<file path="src/rtl/phoneme_sequencer.sv">
// -----------------------------------------------------------------------------
// phoneme_sequencer
//
// Plays one phoneme out of Avalon flash on request from the PicoBlaze. Each
// phoneme occupies a slot of 2^SLOT_SHIFT words; SLOT_WORDS words are read
// one at a time and each 32-bit word is emitted as two 16-bit samples (low
// half first), one per sample_tick. Code 0 plays silence without touching
// flash; codes above MAX_CODE finish immediately with a single done_pulse.
//
// Handshakes:
//   Flash read: mem_read/mem_addr stay asserted and stable in REQ until a
//   cycle with mem_waitrequest=0 accepts the read; the data then arrives on
//   any later cycle with mem_readdatavalid=1 and is only accepted in
//   WAIT_DATA. Audio: audio_valid is a one-cycle qualifier; audio_sample
//   holds its previous value otherwise. Ticks arriving while fetching are
//   dropped, never queued.
//
// Ports:
//   clk, reset           single clock, synchronous active-high reset
//   phoneme_code/valid   start strobe and code (honoured only in IDLE)
//   sample_tick          audio sample-rate enable
//   mem_*                Avalon-MM read master towards flash
//   audio_sample/valid   sample output
//   busy                 high from the cycle after start until FINISH->IDLE
//   done_pulse           one cycle, coincident with the return to IDLE
//   fsm_state            current FSM state, for debug/observation
// -----------------------------------------------------------------------------
module phoneme_sequencer #(
  parameter int SLOT_SHIFT = 12,
  parameter int SLOT_WORDS = 4096,
  parameter int MAX_CODE   = 63
) (
  input  logic        clk,
  input  logic        reset,
  input  logic [7:0]  phoneme_code,
  input  logic        phoneme_valid,
  input  logic        sample_tick,
  input  logic        mem_waitrequest,
  input  logic [31:0] mem_readdata,
  input  logic        mem_readdatavalid,
  output logic        mem_read,
  output logic [22:0] mem_addr,
  output logic [15:0] audio_sample,
  output logic        audio_valid,
  output logic        busy,
  output logic        done_pulse,
  output logic [2:0]  fsm_state
);

  localparam logic [2:0] IDLE      = 3'd0;
  localparam logic [2:0] REQ       = 3'd1;
  localparam logic [2:0] WAIT_DATA = 3'd2;
  localparam logic [2:0] PLAY_LO   = 3'd3;
  localparam logic [2:0] PLAY_HI   = 3'd4;
  localparam logic [2:0] FINISH    = 3'd5;

  // One extra count of headroom so word_idx can represent SLOT_WORDS itself.
  localparam int         IDX_W    = $clog2(SLOT_WORDS + 1);
  localparam logic [7:0] MAX_C    = 8'(MAX_CODE);
  localparam logic [IDX_W-1:0] LAST_IDX = IDX_W'(SLOT_WORDS - 1);

  logic [2:0]       state;
  logic [7:0]       code;
  logic [IDX_W-1:0] word_idx;
  logic             silence;
  logic [31:0]      word;

  // Address is a pure function of registers that only change outside REQ,
  // so it is stable for as long as mem_read is held.
  assign mem_addr  = (23'(code) << SLOT_SHIFT) + 23'(word_idx);
  assign mem_read  = (state == REQ);
  assign busy      = (state != IDLE);
  assign fsm_state = state;

  always_ff @(posedge clk) begin
    if (reset) begin
      state        <= IDLE;
      code         <= 8'd0;
      word_idx     <= '0;
      silence      <= 1'b0;
      word         <= 32'd0;
      audio_sample <= 16'd0;
      audio_valid  <= 1'b0;
      done_pulse   <= 1'b0;
    end else begin
      audio_valid <= 1'b0;
      done_pulse  <= 1'b0;
      case (state)
        IDLE: begin
          if (phoneme_valid) begin
            word_idx <= '0;
            if (phoneme_code == 8'd0) begin
              code    <= 8'd0;
              silence <= 1'b1;
              state   <= PLAY_LO;
            end else if (phoneme_code > MAX_C) begin
              silence <= 1'b0;
              state   <= FINISH;
            end else begin
              code    <= phoneme_code;
              silence <= 1'b0;
              state   <= REQ;
            end
          end
        end
        REQ: begin
          if (!mem_waitrequest) state <= WAIT_DATA;
        end
        WAIT_DATA: begin
          if (mem_readdatavalid) begin
            word  <= mem_readdata;
            state <= PLAY_LO;
          end
        end
        PLAY_LO: begin
          if (sample_tick) begin
            audio_sample <= silence ? 16'd0 : word[15:0];
            audio_valid  <= 1'b1;
            state        <= PLAY_HI;
          end
        end
        PLAY_HI: begin
          if (sample_tick) begin
            audio_sample <= silence ? 16'd0 : word[31:16];
            audio_valid  <= 1'b1;
            word_idx     <= word_idx + 1'b1;
            if (word_idx == LAST_IDX) state <= FINISH;
            else if (silence)         state <= PLAY_LO;
            else                      state <= REQ;
          end
        end
        FINISH: begin
          // done_pulse is registered, so it rises on the same edge that
          // returns to IDLE and drops busy.
          done_pulse <= 1'b1;
          silence    <= 1'b0;
          state      <= IDLE;
        end
        default: state <= IDLE;
      endcase
    end
  end

endmodule

</file>
<file path="config.mk">
export PLATFORM = sky130hd
export DESIGN_NAME = phoneme_sequencer
export DESIGN_NICKNAME = d
export VERILOG_FILES = /design/src/rtl/phoneme_sequencer.sv
export SDC_FILE = /design/constraint.sdc
export NUM_CORES = 1
export LEC_CHECK = 0
export ABC_CLOCK_PERIOD_IN_PS = 2200
export BUFFER_PORTS_ARGS = -buffer_cell sky130_fd_sc_hd__buf_2
export CAP_MARGIN = 20
export CORE_MARGIN = 3
export CORE_UTILIZATION = 45
export CTS_CLUSTER_SIZE = 28
export DETAILED_ROUTE_END_ITERATION = 10
export HOLD_SLACK_MARGIN = 0.05
export PLACE_DENSITY = 0.78
export SYNTH_ARGS = -nofsm -noshare
export SYNTH_HDL_FRONTEND = slang
export SYNTH_SLANG_ARGS = --single-unit
</file>
<file path="constraint.sdc">
create_clock -name clk -period 2.2 [get_ports clk]
set_clock_uncertainty 0.15 [all_clocks]
set_input_delay 0.44 -clock clk [delete_from_list [all_inputs] [get_ports clk]]
set_output_delay 0.44 -clock clk [all_outputs]
set_load 0.1 [all_outputs]
</file>
==> flow_metrics.env, run 1 <==
export IMPL_p_int_mw=2.25
export IMPL_synth_flop_cell="dfxtp_1"
export IMPL_tightest_slew_ns=0.542
export IMPL_synth_top_cells_by_count="nand2_1 (80), dfxtp_1 (75), a21oi_1 (62), nor2_1 (35), clkbuf_1 (23)"
export IMPL_syn_area_per_cell_um2=8.06
export IMPL_cts_max_level=3
export IMPL_drt_iter0_drc=94
export IMPL_setup_viol=0
export IMPL_slew_viol_final=0
export IMPL_clk_latency_ns=0.35
export IMPL_rows=30
export IMPL_power_switching_mw=1.60
export IMPL_io_pins=92
export IMPL_fin_crit_sh_pct=97.8
export IMPL_synthTopCellsByArea="dfxtp_1 (45%), a21oi_1 (9.2%), nand2_1 (8.9%)"
export IMPL_wl_per_cell_um=13.3
export IMPL_critPathLaunchType="flop"
export IMPL_ys_types=43
export IMPL_fmax_mhz=465
export IMPL_holdPathEnd="word[9]"
export IMPL_hold_viol=0
export IMPL_clk_pin_slew_ns=0.09
export IMPL_r2r_slack_ns=0.15
export IMPL_stdcell_count=592
export IMPL_synth_warnings=0
export IMPL_pwr_share_seq_pct=40.0
export IMPL_portBuffers=89
export IMPL_comb_power_share_pct=34.6
export IMPL_syn_inst=418
export IMPL_antenna_found_initial=0
export IMPL_ant_nets=0
export IMPL_drt_total_wl_mm=7.85
export IMPL_via_per_inst=5.23
export IMPL_rsz0062_at_grt="true"
export IMPL_power_mw=3.86
export IMPL_die_w_um=92.5
export IMPL_arrival_ns=1.56
export IMPL_drive_gt1_share_pct=30.4
export IMPL_fin_tns_setup_ns=0
export IMPL_async_flop_share_pct=0
export IMPL_p_per_area_nw_per_um2=891
export IMPL_grt_max_degree=41
export IMPL_hold_depth=3
export IMPL_place_inst=574
export IMPL_maxSlewHeadroom_pct=63.8
export IMPL_max_cap_violations=0
export IMPL_cp_max_fo=4
export IMPL_synth_seq_cells=75
export IMPL_min_from="mem_readdata[9]"
export IMPL_peakVddDrop_v=0.000726
export IMPL_hold_class="in2reg"
export IMPL_fin_ws_ns=0.0475
export IMPL_crit_type="reg2out"
export IMPL_synth_edf_count=0
export IMPL_switching_share_pct=41.5
export IMPL_grt_overflow_total=0
export IMPL_dieArea_um2=8560
export IMPL_min_period_ns=2.15
export IMPL_dp_slack_ns=0.0961
export IMPL_synth_most_common_cell="nand2_1"
export IMPL_rr_startpoint="fsm_state[2]"
export IMPL_numClockSinks=75
export IMPL_synth_area_um2=3370
export IMPL_whs_ns=0.162
export IMPL_grt_pass1_wl_mm=13.0
export IMPL_seq_area_frac_synth_pct=44.6
export IMPL_crit_path_end_kind="output pin"
export IMPL_power_leakage_nw=1.66
export IMPL_clock_path_buffers=2
export IMPL_num_vias=3097
export IMPL_cp_required_ns=1.61
export IMPL_root_buffer="clkbuf_8"
export IMPL_fin_nets=540
export IMPL_area_delta_synth_final_pct=28.4
export IMPL_start_util_pct=48.0
export IMPL_grt_pass1_vias=2897
export IMPL_dr_pass1_iters=6
export IMPL_status="complete, no violations"
export IMPL_ff2ff_path_depth=4
export IMPL_place_gp_congestion=0.795
export IMPL_clock_power_share_pct=25.3
export IMPL_cts_tree="done"
export IMPL_yosysTopAreaCell="dfxtp_1"
export IMPL_dp_hpwl_mm=5.51
export IMPL_die_h_um=92.5
export IMPL_grt_usage_pct=18.7
export IMPL_worstReg2RegEnd="word_idx[12]"
export IMPL_coreArea_um2=7020
export IMPL_drc=0
export IMPL_antenna_cells=0
export IMPL_fill_cells=638
export IMPL_cts_made_buffers=9
export IMPL_yosysTopAreaCellShare_pct=44.6
cell usage in the layout (no fill, tap or decap), drive strengths merged, types with 7 or more instances in the layout:
master and n:
nand3 17, xnor2 13, mux2i 16, clkbuf 9, nor2 35, a21oi 63, nand2 80, dfxtp 75
nor3 19, inv 7, buf 103
through the flow:
step / cell area, um2 / utilization [%]
finish: 4330 / 61.6
global route: 4330 / 61.6
CTS: 4290 / 61.1
detailed placement: 4030 / 57.5
global placement: 4030 / 57.5
floorplan: 3480 / -
repair_timing:
action,in CTS,in global routing
pin swaps,2,3
hold buffers,0,0
setup endpoints to repair,7,4
resized for setup,16,6
setup buffers,0,2
gates cloned,0,0
worst max-delay path: stages, from the launching register on:
cell and delay [ns]:
dfxtp_2 0.36, ha_4 0.17, and3_4 0.20, nand3_4 0.09, xnor2_4 0.21, buf_12 0.19
layout make-up:
class / instances / area [um2] / share of cell area [%]
timing repair buffer: 103 / 668 / 15.4
tap: 96 / 120 / 2.78
multi-input combinational: 298 / 1820 / 42.1
sequential: 75 / 1520 / 35.1
clock inverter: 7 / 58.8 / 1.36
clock buffer: 9 / 124 / 2.86
inverter: 4 / 15.0 / 0.347
cell families (layout without fill, tap and decap cells):
kind of cell | after synthesis | after routing | share of synthesized area (%)
and+or+nand+nor | 184 | 184 | 25.9
DFF | 75 | 75 | 44.6
xor gates and xnor gates | 14 | 14 | 3.64
AOI/OAI and AO/OA | 79 | 79 | 12.8
other | 1 | 2 | 0.111
muxes | 16 | 16 | 4.75
buffers and inverters | 46 | 123 | 7.13
adders and majority gates | 3 | 3 | 1.11
power groups by stage:
| stage | Combinational [mW] | Sequential (mW) | Clock (mW) |
|---|---|---|---|
| 6_report | 1.34 | 1.54 | 0.976 |
| 5_1_grt | 1.43 | 1.56 | 1.06 |
| 4_1_cts | 1.34 | 1.54 | 1.00 |
| 3_5_place_dp | 1.33 | 1.57 | 0 |
| 3_3_place_gp | 1.31 | 1.56 | 0 |
| 2_1_floorplan | 0.916 | 1.71 | 0 |
routing by layer:
layer / global-route usage [%] / share of wire [%]
met5: 0 / 0
met4: 6.19 / 1.1
met3: 4.96 / 5.3
met2: 32.7 / 49
met1: 22.2 / 44
registers in the layout (all words and copies together), names as in the netlist:
| register | flops |
|---|---|
| silence | 1 |
| audio_valid | 1 |
| word_idx | 13 |
| word | 32 |
| audio_sample | 16 |
| done_pulse | 1 |
| fsm_state | 3 |
| code | 8 |
worst max-delay path by stage:
stage	startpoint	endpoint	slack [ns]	cells past startpoint
after floorplan	code[0]	mem_addr[14]	-0.56	3
after global placement	phoneme_valid	word_idx[12]	0.17	5
after detailed placement	phoneme_valid	word_idx[12]	0.1	5
after CTS	word_idx[12]	mem_addr[18]	0.01	5
after global routing	code[0]	mem_addr[19]	-0.02	5
final	code[0]	mem_addr[19]	0.05	5
No activity file was read; power rests on OpenSTA's default activity.
==> inputs of run 2 (changes only) <==
PLACE_DENSITY = unset   (was 0.78)
PLACE_DENSITY_LB_ADDON = 0.12   (was unset)
==> flow_metrics.env, run 2 (synthesis gave the netlist of run 1 again) <==
export IMPL_multi_input_area_um2=1810
export IMPL_hold_class="in2reg"
export IMPL_layout_common_cells="buf_2 (82), nand2_1 (79), dfxtp_1 (68)"
export IMPL_crit_path_top_delay_cell="dfxtp_4"
export IMPL_start_util_pct=48.0
export IMPL_grt_usage_pct=18.6
export IMPL_crit_cells=5
export IMPL_grt_pass1_wl_mm=12.8
export IMPL_cts_made_buffers=9
export IMPL_worstSetupEndpoint="mem_addr[19]"
export IMPL_cp_startpoint="word_idx[12]"
export IMPL_holdBufCountCts=0
export IMPL_grt_max_degree=36
export IMPL_fin_crit_sh_pct=98.0
export IMPL_setup_viol=0
export IMPL_largest_reg_flops=32
export IMPL_via_per_inst=5.15
export IMPL_register_area_um2=1520
export IMPL_worstReg2RegEnd="word_idx[12]"
export IMPL_peakVddDrop_v=0.000457
export IMPL_die_w_um=92.5
export IMPL_stdcell_count=594
export IMPL_drc=0
export IMPL_grt_overflow_total=0
export IMPL_coreArea_um2=7020
export IMPL_place_inst=578
export IMPL_cp_required_ns=1.61
export IMPL_post_cts_setup_buffers=0
export IMPL_largestRegisters="word (32), audio_sample (16), word_idx (13)"
export IMPL_crit_type="reg2out"
export IMPL_drt_iter0_drc=108
export IMPL_dr_pass1_iters=4
export IMPL_fmax_mhz=464
export IMPL_layout_commonest_cell="buf_2"
export IMPL_rsz0062_at_grt="true"
export IMPL_p_per_area_nw_per_um2=931
export IMPL_crit_path_end_kind="output pin"
export IMPL_portBuffers=89
export IMPL_critPathLaunchType="flop"
export IMPL_clk_latency_ns=0.35
export IMPL_fin_nets=542
export IMPL_slew_viol_final=0
export IMPL_ant_nets=0
export IMPL_design_area_um2=4350
export IMPL_place_gp_congestion=0.839
export IMPL_cts_tree="done"
export IMPL_antenna_found_initial=0
export IMPL_crit_family="flip-flops"
export IMPL_placed_area_um2=4050
export IMPL_status="complete, no violations"
export IMPL_clk_pin_slew_ns=0.08
export IMPL_num_vias=3062
export IMPL_max_cap_violations=0
export IMPL_wl_per_cell_um=13.3
export IMPL_cpPeakStageDelay_ns=0.37
export IMPL_io_pins=92
export IMPL_hold_viol=0
export IMPL_arrival_ns=1.57
export IMPL_dp_hpwl_mm=5.37
export IMPL_cp_max_fo=4
export IMPL_numClockSinks=75
export IMPL_die_h_um=92.5
export IMPL_worstPathCellList="ha_4 -> and3_1 -> nand3_2 -> xnor2_4 -> buf_12"
export IMPL_dieArea_um2=8560
export IMPL_ff2ff_path_depth=4
export IMPL_cts_max_level=3
export IMPL_root_buffer="clkbuf_8"
export IMPL_crit_buf_inv=1
export IMPL_r2r_slack_ns=0.17
export IMPL_min_period_ns=2.16
export IMPL_drt_total_wl_mm=7.90
export IMPL_fill_cells=657
export IMPL_power_leakage_nw=1.69
export IMPL_grt_pass1_vias=2755
export IMPL_area_delta_synth_final_pct=29.0
export IMPL_rr_startpoint="fsm_state[0]"
export IMPL_clock_path_buffers=2
export IMPL_top_register="word"
export IMPL_antenna_cells=0
export IMPL_drive_gt1_share_pct=30.3
export IMPL_rows=30
run 2: changes by cell type in the layout (fill, tap and decap cells not counted), sizes merged:
cell	change
clkinv	+3
bufinv	+2
clkinvlp	-2
buf	+2
inv	-3
run 2: metrics by stage:
| stage | power, mW | util (%) | hold WS (ns) | worst slack, ns | TNS [ns] |
|---|---|---|---|---|---|
| after floorplan | 2.63 | - | 0.286 | -0.556 | -1.03 |
| final | 4.05 | 61.9 | 0.167 | 0.0429 | 0 |
| after detailed placement | 2.91 | 57.8 | 0.298 | 0.0404 | 0 |
| after global placement | 2.89 | 57.8 | 0.292 | 0.173 | 0 |
| after global routing | 4.24 | 61.9 | 0.153 | -0.0430 | -0.0478 |
| after CTS | 4.07 | 61.5 | 0.157 | -0.00738 | -0.0122 |
run 2: cell type report:
class / instances / area share [%]
multi-input cells: 298 / 41.5
repair buffers: 105 / 15.4
well taps: 96 / 2.76
inverters: 4 / 0.346
flip-flops and latches: 75 / 34.9
clock inverters: 7 / 2.13
clock buffers: 9 / 2.85
run 2: layer usage:
layer / vias to the layer above / GRT usage, % / wire [um] / part of all wire, %
li1: 1566 / - / - / -
met4: 0 / 9.16 / 119 / 1.5
met1: 1404 / 24.4 / 3640 / 46
met3: 12 / 3.74 / 403 / 5.1
met2: 80 / 29.1 / 3730 / 47
met5: - / 0 / 0 / 0
run 2: power by group:
group | total (mW) | internal [mW] | switching (mW)
clock | 1.16 | 0.636 | 0.524
sequential | 1.56 | 1.44 | 0.124
combinational | 1.32 | 0.394 | 0.928
run 2: worst register-to-register path, delay by kind of cell, from the launching register on:
family	cells	cell delay [ns]
DFF	1	0.42
and+or+nand+nor	2	0.89
AOI/OAI and AO/OA	2	0.50
run 2: worst min-delay path by stage:
stage	start	endpoint	slack (ns)	cells past startpoint
after floorplan	word[0]	word[0]	0.29	2
after global placement	word[15]	word[15]	0.29	2
after detailed placement	word[21]	word[21]	0.30	2
after CTS	mem_readdata[23]	word[23]	0.16	3
after global routing	mem_readdata[2]	word[2]	0.15	3
final	mem_readdata[3]	word[3]	0.17	3
run 2: timing repair:
item,4_1_cts,5_1_grt
endpoints found under the setup margin,7,3
pin swaps,1,1
resized for setup,12,5
==> inputs of run 3 (changes only) <==
PLACE_DENSITY = 0.73   (was unset)
PLACE_DENSITY_LB_ADDON = unset   (was 0.12)
RECOVER_POWER = 50   (was unset)
==> flow_metrics.env, run 3 (synthesis gave the netlist of run 1 again) <==
export IMPL_portBuffers=89
export IMPL_place_gp_congestion=0.821
export IMPL_root_buffer="clkbuf_8"
export IMPL_peakVddDrop_v=0.000539
export IMPL_coreArea_um2=7020
export IMPL_post_cts_setup_buffers=0
export IMPL_ant_nets=0
export IMPL_critPathLaunchType="flop"
export IMPL_grt_usage_pct=19.1
export IMPL_grt_pass1_vias=2912
export IMPL_top_register="word"
export IMPL_largest_reg_flops=32
export IMPL_fin_tns_setup_ns=0
export IMPL_cp_required_ns=1.61
export IMPL_rows=30
export IMPL_num_vias=3027
export IMPL_tightest_slew_ns=0.730
export IMPL_rr_startpoint="fsm_state[2]"
export IMPL_design_area_um2=4300
export IMPL_min_period_ns=2.17
export IMPL_cts_max_level=3
export IMPL_clock_path_buffers=2
export IMPL_io_pins=92
export IMPL_worstReg2RegEnd="word_idx[8]"
export IMPL_max_cap_violations=0
export IMPL_fill_cells=643
export IMPL_min_from="mem_readdata[23]"
export IMPL_cp_max_fo=4
export IMPL_antenna_found_initial=0
export IMPL_p_per_area_nw_per_um2=936
export IMPL_power_leakage_nw=1.61
export IMPL_setup_viol=0
export IMPL_drive_gt1_share_pct=28.8
export IMPL_cts_made_buffers=9
export IMPL_dr_pass1_iters=4
export IMPL_holdPathEnd="word[23]"
export IMPL_hold_class="in2reg"
export IMPL_grt_max_degree=40
export IMPL_crit_path_end_kind="output pin"
export IMPL_largestRegisters="word (32), audio_sample (16), word_idx (13)"
export IMPL_ff2ff_path_depth=4
export IMPL_fin_nets=537
export IMPL_status="complete, no violations"
export IMPL_fmax_mhz=460
export IMPL_clk_latency_ns=0.35
export IMPL_hold_viol=0
export IMPL_register_area_um2=1520
export IMPL_wl_per_cell_um=13.5
export IMPL_drt_iter0_drc=112
export IMPL_area_delta_synth_final_pct=27.6
export IMPL_layout_commonest_cell="nand2_1"
export IMPL_start_util_pct=48.0
export IMPL_clk_pin_slew_ns=0.09
export IMPL_antenna_cells=0
export IMPL_via_per_inst=5.14
export IMPL_fin_crit_sh_pct=98.9
export IMPL_dp_hpwl_mm=5.41
export IMPL_die_h_um=92.5
export IMPL_maxSlewHeadroom_pct=51.4
export IMPL_dieArea_um2=8560
export IMPL_drc=0
export IMPL_crit_type="reg2out"
export IMPL_r2r_slack_ns=0.07
export IMPL_grt_overflow_total=0
export IMPL_hold_depth=3
export IMPL_numClockSinks=75
export IMPL_grt_pass1_wl_mm=13.3
export IMPL_placed_area_um2=4010
export IMPL_cts_tree="done"
export IMPL_multi_input_area_um2=1790
export IMPL_arrival_ns=1.58
export IMPL_die_w_um=92.5
export IMPL_rsz0062_at_grt="true"
export IMPL_drt_total_wl_mm=7.97
export IMPL_slew_viol_final=0
export IMPL_layout_common_cells="nand2_1 (79), dfxtp_1 (68), a21oi_1 (63)"
export IMPL_whs_ns=0.165
[run 3: cell count changes in the layout (fill, tap and decap cells not counted), sizes merged]
cell,previous run,this run
clkinv,5,2
inv,4,6
buf,105,66
clkbuf,9,43
clkinvlp,0,1
[run 3: how the worst max path moves through the flow]
| stage | startpoint | end | slack, ns | cells past startpoint |
|---|---|---|---|---|
| after floorplan | code[0] | mem_addr[14] | -0.56 | 3 |
| after global placement | phoneme_code[1] | fsm_state[1] | 0.16 | 6 |
| after detailed placement | phoneme_valid | word_idx[8] | 0.06 | 5 |
| after CTS | word_idx[12] | mem_addr[18] | 0.02 | 5 |
| after global routing | word_idx[12] | mem_addr[19] | -0.03 | 5 |
| final | word_idx[12] | mem_addr[19] | 0.03 | 5 |
[run 3: repair_timing]
action,CTS,global route
hold buffers,0,0
endpoints found under the hold margin,0,0
resized for setup,16,6
pin swaps,1,3
endpoints found under the setup margin,7,4
[run 3: power by group]
group	internal, mW	total, mW	switching [mW]	leakage, nW
clock	0.646	1.18	0.535	0.110
sequential	1.44	1.57	0.128	0.609
combinational	0.360	1.27	0.914	0.894
[run 3: final cells by class]
| class | count | share of cell area [%] |
|---|---|---|
| sequential | 75 | 35.3 |
| inverter | 4 | 0.349 |
| clock inverter | 7 | 2.30 |
| tap | 96 | 2.79 |
| timing repair buffer | 100 | 14.7 |
| multi-input combinational | 298 | 41.7 |
| clock buffer | 9 | 2.88 |
[run 3: worst max-delay path: stages (launching register included)]
cell and delay [ns]:
dfxtp_4 0.38, ha_4 0.16, and3_4 0.20, nand3_4 0.10
xnor2_4 0.20, buf_12 0.19
[run 3: layer usage]
metal | wire length (um) | vias to the layer above | GRT usage (%)
met1 | 3550 | 1392 | 24.2
met4 | 86 | 0 | 7.67
li1 | - | 1545 | -
met3 | 500 | 7 | 4.55
met2 | 3830 | 83 | 31.2
met5 | 0 | - | 0
[run 3: stage by stage]
step	std cells	total power, mW	setup WS (ns)	utilization [%]
finish	589	4.02	0.0250	61.3
global route	589	4.22	-0.0342	61.3
CTS	589	4.08	0.0238	61.3
detailed placement	573	2.89	0.0613	57.2
global placement	573	2.88	0.163	57.2
floorplan	419	2.63	-0.556	-
